## src/rtl/ahb2apb_pkg.sv

```systemverilog
// Shared state encoding and transfer-size helpers for the AHB-Lite to APB4 bridge.
package ahb2apb_pkg;

    typedef enum logic [2:0] {IDLE, SETUP, ACCESS, RESP, ERR1, ERR2} br_state_e;

    function automatic logic [3:0] size2strb(logic [2:0] hsize, logic [1:0] a);
        logic [3:0] s;
        case (hsize)
            3'd0:    s = 4'b0001 << a;
            3'd1:    s = 4'b0011 << a;
            default: s = 4'hF;
        endcase
        return s;
    endfunction

    function automatic logic size_illegal(logic [2:0] hsize, logic [1:0] a);
        return (hsize > 3'd2) || ((hsize == 3'd1) && a[0]) || ((hsize == 3'd2) && (a != 2'b00));
    endfunction

endpackage

```

## src/rtl/ahbif.sv

```systemverilog
// AHB-Lite bus bundle; hreadym is the interconnect-muxed ready seen by every slave.
interface ahbif #(
    parameter int AW = 32
);
    logic          hsel;
    logic [AW-1:0] haddr;
    logic [1:0]    htrans;
    logic          hwrite;
    logic [2:0]    hsize;
    logic [3:0]    hprot;
    logic [31:0]   hwdata;
    logic          hreadym;
    logic          hauser;
    logic          hwuser;
    logic [3:0]    hmaster;
    logic          hmasterlock;
    logic          hready;
    logic          hresp;
    logic [31:0]   hrdata;
    logic          hruser;

    modport slave (
        input  hsel, haddr, htrans, hwrite, hsize, hprot, hwdata, hreadym,
               hauser, hwuser, hmaster, hmasterlock,
        output hready, hresp, hrdata, hruser
    );

    modport master (
        output hsel, haddr, htrans, hwrite, hsize, hprot, hwdata,
               hauser, hwuser, hmaster, hmasterlock,
        input  hreadym, hready, hresp, hrdata, hruser
    );
endinterface

```

## src/rtl/apbif.sv

```systemverilog
// APB4 bus bundle plus the apbactive clock-gating hint.
interface apbif #(
    parameter int PAW = 16
);
    logic           psel;
    logic           penable;
    logic           pwrite;
    logic [PAW-1:0] paddr;
    logic [31:0]    pwdata;
    logic [3:0]     pstrb;
    logic [2:0]     pprot;
    logic           apbactive;
    logic [31:0]    prdata;
    logic           pready;
    logic           pslverr;

    modport master (
        output psel, penable, pwrite, paddr, pwdata, pstrb, pprot, apbactive,
        input  prdata, pready, pslverr
    );

    modport slave (
        input  psel, penable, pwrite, paddr, pwdata, pstrb, pprot, apbactive,
        output prdata, pready, pslverr
    );
endinterface

```

## src/rtl/ahb2apb_bridge.sv

```systemverilog
// Single-slot AHB-Lite to APB4 bridge: each AHB transfer becomes one SETUP/ACCESS pair,
// with the AHB data phase stalled via hready and pslverr mapped to a two-cycle ERROR.
module ahb2apb_bridge
    import ahb2apb_pkg::*;
#(
    parameter int PAW = 16,
    parameter int AW  = 32
) (
    input logic  clk,
    input logic  resetn,
    ahbif.slave  ahbs,
    apbif.master apbm
);

    br_state_e      state, nxt;
    logic           accept, illegal;
    logic           psel_q, penable_q, pwrite_q, active_q, hready_q, hresp_q;
    logic [PAW-1:0] paddr_q;
    logic [3:0]     pstrb_q;
    logic [2:0]     pprot_q;
    logic [31:0]    hrdata_q;
    logic           unused_ok;

    assign accept  = ahbs.hsel & ahbs.hreadym & ahbs.htrans[1] & hready_q;
    assign illegal = size_illegal(ahbs.hsize, ahbs.haddr[1:0]);

    always_comb begin
        nxt = state;
        case (state)
            IDLE, RESP, ERR2: nxt = accept ? (illegal ? ERR1 : SETUP) : IDLE;
            SETUP:            nxt = ACCESS;
            ACCESS:           if (apbm.pready) nxt = apbm.pslverr ? ERR1 : RESP;
            ERR1:             nxt = ERR2;
            default:          nxt = IDLE;
        endcase
    end

    // Status outputs are decoded from the next state so they leave the bridge as flops.
    always_ff @(posedge clk or negedge resetn) begin
        if (!resetn) begin
            state     <= IDLE;
            psel_q    <= 1'b0;
            penable_q <= 1'b0;
            pwrite_q  <= 1'b0;
            active_q  <= 1'b0;
            hready_q  <= 1'b1;
            hresp_q   <= 1'b0;
            paddr_q   <= '0;
            pstrb_q   <= '0;
            pprot_q   <= '0;
            hrdata_q  <= '0;
        end else begin
            state     <= nxt;
            psel_q    <= (nxt == SETUP) || (nxt == ACCESS);
            penable_q <= (nxt == ACCESS);
            active_q  <= (nxt != IDLE);
            hready_q  <= !((nxt == SETUP) || (nxt == ACCESS) || (nxt == ERR1));
            hresp_q   <= (nxt == ERR1) || (nxt == ERR2);
            if (accept) begin
                paddr_q  <= ahbs.haddr[PAW-1:0];
                pwrite_q <= ahbs.hwrite;
                pstrb_q  <= ahbs.hwrite ? size2strb(ahbs.hsize, ahbs.haddr[1:0]) : 4'h0;
                pprot_q  <= {~ahbs.hprot[0], 1'b0, ahbs.hprot[1]};
            end
            if ((state == ACCESS) && apbm.pready && !pwrite_q)
                hrdata_q <= apbm.prdata;
        end
    end

    assign apbm.psel      = psel_q;
    assign apbm.penable   = penable_q;
    assign apbm.pwrite    = pwrite_q;
    assign apbm.paddr     = paddr_q;
    assign apbm.pstrb     = pstrb_q;
    assign apbm.pprot     = pprot_q;
    assign apbm.apbactive = active_q;
    assign apbm.pwdata    = ahbs.hwdata;

    assign ahbs.hready = hready_q;
    assign ahbs.hresp  = hresp_q;
    assign ahbs.hrdata = hrdata_q;
    assign ahbs.hruser = 1'b0;

    assign unused_ok = ^{ahbs.haddr[AW-1:0], ahbs.hprot, ahbs.htrans[0], ahbs.hauser,
                         ahbs.hwuser, ahbs.hmaster, ahbs.hmasterlock};

endmodule
```

## src/flat_wrapper.sv

```systemverilog
// flat-port wrapper written by rule: the top's interface ports become plain ports
module ahb2apb_bridge_flat import ahb2apb_pkg::*;
#(
    parameter int PAW = 16,
    parameter int AW  = 32
)
  (clk, resetn, ahbs_hsel, ahbs_haddr, ahbs_htrans, ahbs_hwrite, ahbs_hsize, ahbs_hprot, ahbs_hwdata, ahbs_hreadym, ahbs_hauser, ahbs_hwuser, ahbs_hmaster, ahbs_hmasterlock, ahbs_hready, ahbs_hresp, ahbs_hrdata, ahbs_hruser, apbm_psel, apbm_penable, apbm_pwrite, apbm_paddr, apbm_pwdata, apbm_pstrb, apbm_pprot, apbm_apbactive, apbm_prdata, apbm_pready, apbm_pslverr);
  ahbif #(.AW(AW)) ahbs_i ();
  apbif #(.PAW(PAW)) apbm_i ();
  input logic clk;
  input logic resetn;
  input wire logic [$bits(ahbs_i.hsel)-1:0] ahbs_hsel;
  input wire logic [$bits(ahbs_i.haddr)-1:0] ahbs_haddr;
  input wire logic [$bits(ahbs_i.htrans)-1:0] ahbs_htrans;
  input wire logic [$bits(ahbs_i.hwrite)-1:0] ahbs_hwrite;
  input wire logic [$bits(ahbs_i.hsize)-1:0] ahbs_hsize;
  input wire logic [$bits(ahbs_i.hprot)-1:0] ahbs_hprot;
  input wire logic [$bits(ahbs_i.hwdata)-1:0] ahbs_hwdata;
  input wire logic [$bits(ahbs_i.hreadym)-1:0] ahbs_hreadym;
  input wire logic [$bits(ahbs_i.hauser)-1:0] ahbs_hauser;
  input wire logic [$bits(ahbs_i.hwuser)-1:0] ahbs_hwuser;
  input wire logic [$bits(ahbs_i.hmaster)-1:0] ahbs_hmaster;
  input wire logic [$bits(ahbs_i.hmasterlock)-1:0] ahbs_hmasterlock;
  output wire logic [$bits(ahbs_i.hready)-1:0] ahbs_hready;
  output wire logic [$bits(ahbs_i.hresp)-1:0] ahbs_hresp;
  output wire logic [$bits(ahbs_i.hrdata)-1:0] ahbs_hrdata;
  output wire logic [$bits(ahbs_i.hruser)-1:0] ahbs_hruser;
  output wire logic [$bits(apbm_i.psel)-1:0] apbm_psel;
  output wire logic [$bits(apbm_i.penable)-1:0] apbm_penable;
  output wire logic [$bits(apbm_i.pwrite)-1:0] apbm_pwrite;
  output wire logic [$bits(apbm_i.paddr)-1:0] apbm_paddr;
  output wire logic [$bits(apbm_i.pwdata)-1:0] apbm_pwdata;
  output wire logic [$bits(apbm_i.pstrb)-1:0] apbm_pstrb;
  output wire logic [$bits(apbm_i.pprot)-1:0] apbm_pprot;
  output wire logic [$bits(apbm_i.apbactive)-1:0] apbm_apbactive;
  input wire logic [$bits(apbm_i.prdata)-1:0] apbm_prdata;
  input wire logic [$bits(apbm_i.pready)-1:0] apbm_pready;
  input wire logic [$bits(apbm_i.pslverr)-1:0] apbm_pslverr;
  assign ahbs_i.hsel = ahbs_hsel;
  assign ahbs_i.haddr = ahbs_haddr;
  assign ahbs_i.htrans = ahbs_htrans;
  assign ahbs_i.hwrite = ahbs_hwrite;
  assign ahbs_i.hsize = ahbs_hsize;
  assign ahbs_i.hprot = ahbs_hprot;
  assign ahbs_i.hwdata = ahbs_hwdata;
  assign ahbs_i.hreadym = ahbs_hreadym;
  assign ahbs_i.hauser = ahbs_hauser;
  assign ahbs_i.hwuser = ahbs_hwuser;
  assign ahbs_i.hmaster = ahbs_hmaster;
  assign ahbs_i.hmasterlock = ahbs_hmasterlock;
  assign ahbs_hready = ahbs_i.hready;
  assign ahbs_hresp = ahbs_i.hresp;
  assign ahbs_hrdata = ahbs_i.hrdata;
  assign ahbs_hruser = ahbs_i.hruser;
  assign apbm_psel = apbm_i.psel;
  assign apbm_penable = apbm_i.penable;
  assign apbm_pwrite = apbm_i.pwrite;
  assign apbm_paddr = apbm_i.paddr;
  assign apbm_pwdata = apbm_i.pwdata;
  assign apbm_pstrb = apbm_i.pstrb;
  assign apbm_pprot = apbm_i.pprot;
  assign apbm_apbactive = apbm_i.apbactive;
  assign apbm_i.prdata = apbm_prdata;
  assign apbm_i.pready = apbm_pready;
  assign apbm_i.pslverr = apbm_pslverr;
  ahb2apb_bridge #(.PAW(PAW), .AW(AW)) u_core (.clk(clk), .resetn(resetn), .ahbs(ahbs_i), .apbm(apbm_i));
endmodule
```

## config.mk

```make
export PLATFORM = sky130hd
export DESIGN_NAME = ahb2apb_bridge_flat
export DESIGN_NICKNAME = d
export VERILOG_FILES = /design/src/rtl/ahb2apb_pkg.sv /design/src/rtl/ahbif.sv /design/src/rtl/apbif.sv /design/src/rtl/ahb2apb_bridge.sv /design/src/flat_wrapper.sv
export SDC_FILE = /design/constraint.sdc
export NUM_CORES = 1
export LEC_CHECK = 0
export CAP_MARGIN = 30
export CORE_AREA = 2 2 82 84
export DETAILED_ROUTE_END_ITERATION = 8
export DIE_AREA = 0 0 84 86
export DONT_BUFFER_PORTS = 1
export GPL_TIMING_DRIVEN = 0
export HOLD_SLACK_MARGIN = 0.02
export PLACE_DENSITY_LB_ADDON = 0.3
export SLEW_MARGIN = 20
export SYNTH_ARGS = -nofsm -noshare
export SYNTH_HDL_FRONTEND = slang
export SYNTH_SLANG_ARGS = --single-unit
```

## constraint.sdc

```tcl
create_clock -name clk -period 2.2 [get_ports clk]
set_input_delay 0.44 -clock clk [delete_from_list [all_inputs] [get_ports clk]]
set_output_delay 0.44 -clock clk [all_outputs]
set_load 0.005 [all_outputs]
```

Word-level counts from Yosys, hierarchy flattened
Cells that the tools add are included.
- register bits: 63
- output and inout port bits: 94
- bits of input ports: 119
- equal/unequal tests: 11
- shifts and indexed selects: 2
- bitwise logic cells: 4
- multiplexer cells: 7
- magnitude comparators: 1
- reductions and logical operators: 16
- operators with widths (cell ; count):
    equality test 3 x 2 -> 1 bit, second input constant ; 4
    equality test 3 bit, second input constant ; 4
    2-to-1 mux 3 bit ; 4
    one-hot mux 3 bit (4 select lines) ; 1
    equality test 3 x 1 -> 1 bit, second input constant ; 3
    one-hot mux 4 bit (2 select lines) ; 1
    logical NOT 3 bit ; 2
    logical OR 1 bit ; 5
    logical AND 1 bit ; 4
    2-to-1 mux 4 bit ; 1
    left shift 1 x 2 -> 4 bit, first input constant ; 1
    left shift 2 x 2 -> 4 bit, first input constant ; 1
    bitwise AND 1 bit ; 3
    > comparator 3 x 2 -> 1 bit, second input constant ; 1
    nonzero test 3 bit ; 1
    OR reduction 3 bit ; 1
    logical NOT 1 bit ; 2
    nonzero test 2 bit ; 1
    NOT 1 bit ; 1

Depth between registers and ports, before layout
- word-level depth: 11
- depth in mapped cells: 5

Least setup slack after synthesis
OpenSTA, ideal clock, no wires.
- kind: register -> register
- start point: register u_core.state[0]
- end point: register u_core.hrdata_q[10] (netlist: u_core.ahbs.hrdata[10])
- slack: 0.562 ns
- clock period less this slack: 1.638 ns
- arrival: 1.514 ns
- cell stages (with the launch flop): 6
- data required time: 2.075 ns
- setup time: 0.125 ns
- buffers on the path: 2
- cells stage by stage: dfrtp_1 buf_6 nand2b_4 nor4b_4 buf_6 mux2_2
- longest elaborated chain between the ends: 3
- RTL lines (what ; line ; source):
    start, declared ; ahb2apb_bridge.sv:15 ; br_state_e state, nxt;
    start signal, assigned ; ahb2apb_bridge.sv:53 ; state <= nxt;
    equality test 3 x 2 -> 1 bit ; ahb2apb_bridge.sv:65 ; if ((state == ACCESS) && apbm.pready && !pwrite_q)
    logical AND 1 bit (2 in a row) ; ahb2apb_bridge.sv:65 ;
    end signal, assigned ; ahb2apb_bridge.sv:66 ; hrdata_q <= apbm.prdata;
    end, declared ; ahb2apb_bridge.sv:21 ; logic [31:0] hrdata_q;
Every way passes these cells.
A chain may end at the register's enable or synchronous reset.

Final worst setup path
- start point: register u_core.hready_q (netlist: u_core.ahbs.hready)
- end point: register u_core.psel_q (netlist: u_core.apbm.psel)
- longest elaborated chain between the ends: 5
- RTL lines (what ; line ; source):
    start, declared ; ahb2apb_bridge.sv:17 ; logic psel_q, penable_q, pwrite_q, active_q, hready_q, hresp_q;
    start signal, assigned ; ahb2apb_bridge.sv:57 ; hready_q <= !((nxt == SETUP) || (nxt == ACCESS) || (nxt == ERR1));
    bitwise AND 1 bit (*) ; ahb2apb_bridge.sv:24 ; assign accept = ahbs.hsel & ahbs.hreadym & ahbs.htrans[1] & hready_q;
    2-to-1 mux 3 bit (*) ; ahb2apb_bridge.sv:30 ; IDLE, RESP, ERR2: nxt = accept ? (illegal ? ERR1 : SETUP) : IDLE;
    one-hot mux 3 bit (4 select lines) (*) ; ahb2apb_bridge.sv:29 ; case (state)
    equality test 3 x 1 -> 1 bit / equality test 3 x 2 -> 1 bit (equally long branches) ; ahb2apb_bridge.sv:54 ; psel_q <= (nxt == SETUP) || (nxt == ACCESS);
    logical OR 1 bit (*) ; ahb2apb_bridge.sv:54 ;
    end signal, assigned ; ahb2apb_bridge.sv:54 ;
    end, declared ; ahb2apb_bridge.sv:17 ;
Mark *: on every way between the ends. The rest lies on a longest branch, timed or not.

==> impl_metrics.yaml <==
power:
  leakage_uw: 0.001517
  power.density_nw_per_um2: 1323
  power_uw: 4269
  ir_drop_v: 0.0006210
timing:
  finalHoldViolCount: 0
  setup_tns_ps: 0
  holdWs_ps: 209.5
  slew_violations: 0
  worstMarginPinSlew_ps: 580.7
  skew_ps: 3.264
  fmax_mhz: 521.3
  timing.slew.headroom_pct: 61.05
  finalCriticalPeriod_ps: 1918
  min_period_over_period_pct: 87.19
  setup_viol: 0
  rsz0062_at_grt: "no"
run:
  maxCapViolations: 0
clocking:
  clk_pin_slew_ps: 60
  cts_tree: "built"
  cts-root-buf: "clkbuf_8"
  h-tree-depth: 3
  insertion_delay_ps: 330
  cts_made_buffers: 9
  clockBufferDepth: 2
  cts_setup_buffers: 0
  clock-sinks: 63
  ctsResizeCount: 0
critical_path:
  critPathLaunchType: "flip-flop"
  worstReg2RegEnd: "u_core.apbm.psel"
  r2r_start: "u_core.ahbs.hready"
  crit_fanout: 10
  rr_worst_depth: 5
  regToRegSetupSlack_ps: 280
  endpoint_kind: "flip-flop"
  arrival_ps: 2160
  cp.required_ps: 2440
  critical_path_class: "reg2reg"
  cp-startpoint: "u_core.ahbs.hready"
synthesis:
  async_reset_ff_share_pct: 100.0
  syn_avg_cell_area_um2: 11.39
  synth_area_um2: 2846
  synth_edf_count: 0
  synth.most_common_cell: "dfrtp_1"
  synth_cells: 250
  synthTopCellsByArea: "dfrtp_1, mux2_2, buf_4"
  ys_types: 37
  synthFlopType: "dfrtp_1"
  ys_seq_area_share_pct: 55.43
  yosysTopAreaCell: "dfrtp_1"
  ys_warn_count: 0
  synth_top_area_share_pct: 54.51
  synth_common_cells: "dfrtp_1, nand2_1, buf_4"
  ys_seq_elements: 63
floorplan:
  top_level_ports: 213
  dieArea_um2: 7224
  core-area_um2: 6277
  die_y_um: 86
  row_count: 29
  start_util_pct: 45.35
  die_x_um: 84
min_path:
  min_to: "u_core.apbm.pprot[2]"
  hold_path_class: "in2reg"
  hp-start: "ahbs_hprot[0]"
  hold_depth: 1
placement:
  placed_cell_area_um2: 2947
  portBuffers: 0
  dp_hpwl_um: 4134
  place_congestion: 0.8079
global_routing:
  grt_max_degree: 64
  grt_pass1_vias: 1684
  track_usage_pct: 15.29
  grt_first_pass_wirelength_um: 8500
  grt_overflow: 0
  antenna_found_initial: 0
detailed_routing:
  drt_iter0_markers: 35
  avgRoutedWirePerCell_um: 16.13
  routed_wirelength_um: 5581
  route.vias.total: 1816
  avgViaCountPerCell: 5.249
  firstDrtPassIters: 4
  drt_drc_violations_left: 0
  ant_nets: 0
layout:
  drive_gt1_share_pct: 33.46
  fin_area_um2: 3227
  nets: 383
  area_growth_pct: 13.36
  antenna_cells: 0
outcome:
  status: "finished clean"
## cell type report
| class | count | area (um^2) |
|---|---|---|
| fill | 544 | 3050 |
| sequential | 63 | 1578 |
| multi-input combinational | 139 | 928.4 |
| buffer | 47 | 336.6 |
| clock buffer | 14 | 182.7 |
| tap | 77 | 96.34 |
| clock inverter | 2 | 60.06 |
| timing repair buffer | 2 | 37.54 |
| inverter | 2 | 7.507 |
## metrics by stage
stage,instances,setup WS [ps],utilization (%)
finish,346,281.7,51.41
floorplan,251,561.6,-
detailed placement,328,321.8,46.94
CTS,346,317.3,51.41
global placement,328,345.4,46.94
global route,346,196.3,51.41
## worst max-delay path: stages, from the launching register on
cell	delay, ps
dfstp_2	560
and4_1	210
clkbuf_1	250
clkbuf_1	420
o21ai_0	210
o22ai_1	190
## registers in the layout, indices dropped and copies added (netlist names), 2 cells and up
register            cells
u_core.apbm.pprot       2
u_core.apbm.pstrb       4
u_core.state            3
u_core.ahbs.hrdata     32
u_core.apbm.paddr      16
## cell families (layout without fill, tap and decap cells)
kind of cell              after synthesis  count (layout)  share of synthesized area (%)
AOI/OAI and AO/OA                      27              27                          6.637
and+or+nand+nor                        77              77                          12.75
buffers and inverters                  49              67                          12.09
DFF                                    63              63                          55.43
other                                   1               2                         0.1317
xor gates and xnor gates                1               1                         0.3077
muxes                                  32              32                          12.66
## power by group
part | switching, uW | total, uW | internal (uW)
Combinational | 445 | 996 | 551
Clock | 412 | 1170 | 763
Sequential | 400 | 2100 | 1700
## per-layer routing
layer / GRT usage [%] / routed length (um) / vias up
li1: - / - / 832
met1: 18.94 / 2225 / 829
met2: 21.60 / 2526 / 145
met3: 7.603 / 716 / 10
met4: 8.798 / 112 / 0
met5: 0 / 0 / -
## cell usage in the layout (no fill, tap or decap), drive strengths merged, types with 2 or more instances in the layout
cell type and instances:
a211oi 3, a21o 2, a21oi 3, a22o 3
and4 3, buf 40, bufinv 2, clkbuf 22
conb 2, dfrtp 62, inv 2, mux2 32
nand2 57, nand2b 3, nor2 5, nor3 3
o211ai 2, o21a 2, o21ai 5, o22ai 2
## worst max path at each step
stage                                   endpoint  slack (ps)  cells after the start
final                           u_core.apbm.psel         280                      5
after global routing            u_core.apbm.psel         200                      5
after CTS                 u_core.ahbs.hrdata[23]         320                      5
after detailed placement  u_core.ahbs.hrdata[23]         320                      5
after global placement          u_core.apbm.psel         350                      5
after floorplan           u_core.ahbs.hrdata[10]         560                      5
## timing repair
action,4_1_cts,5_1_grt
hold buffers,2,0
endpoints found under the hold margin,63,0
setup endpoints to repair,0,0
Power figures use the tool's default switching activity.
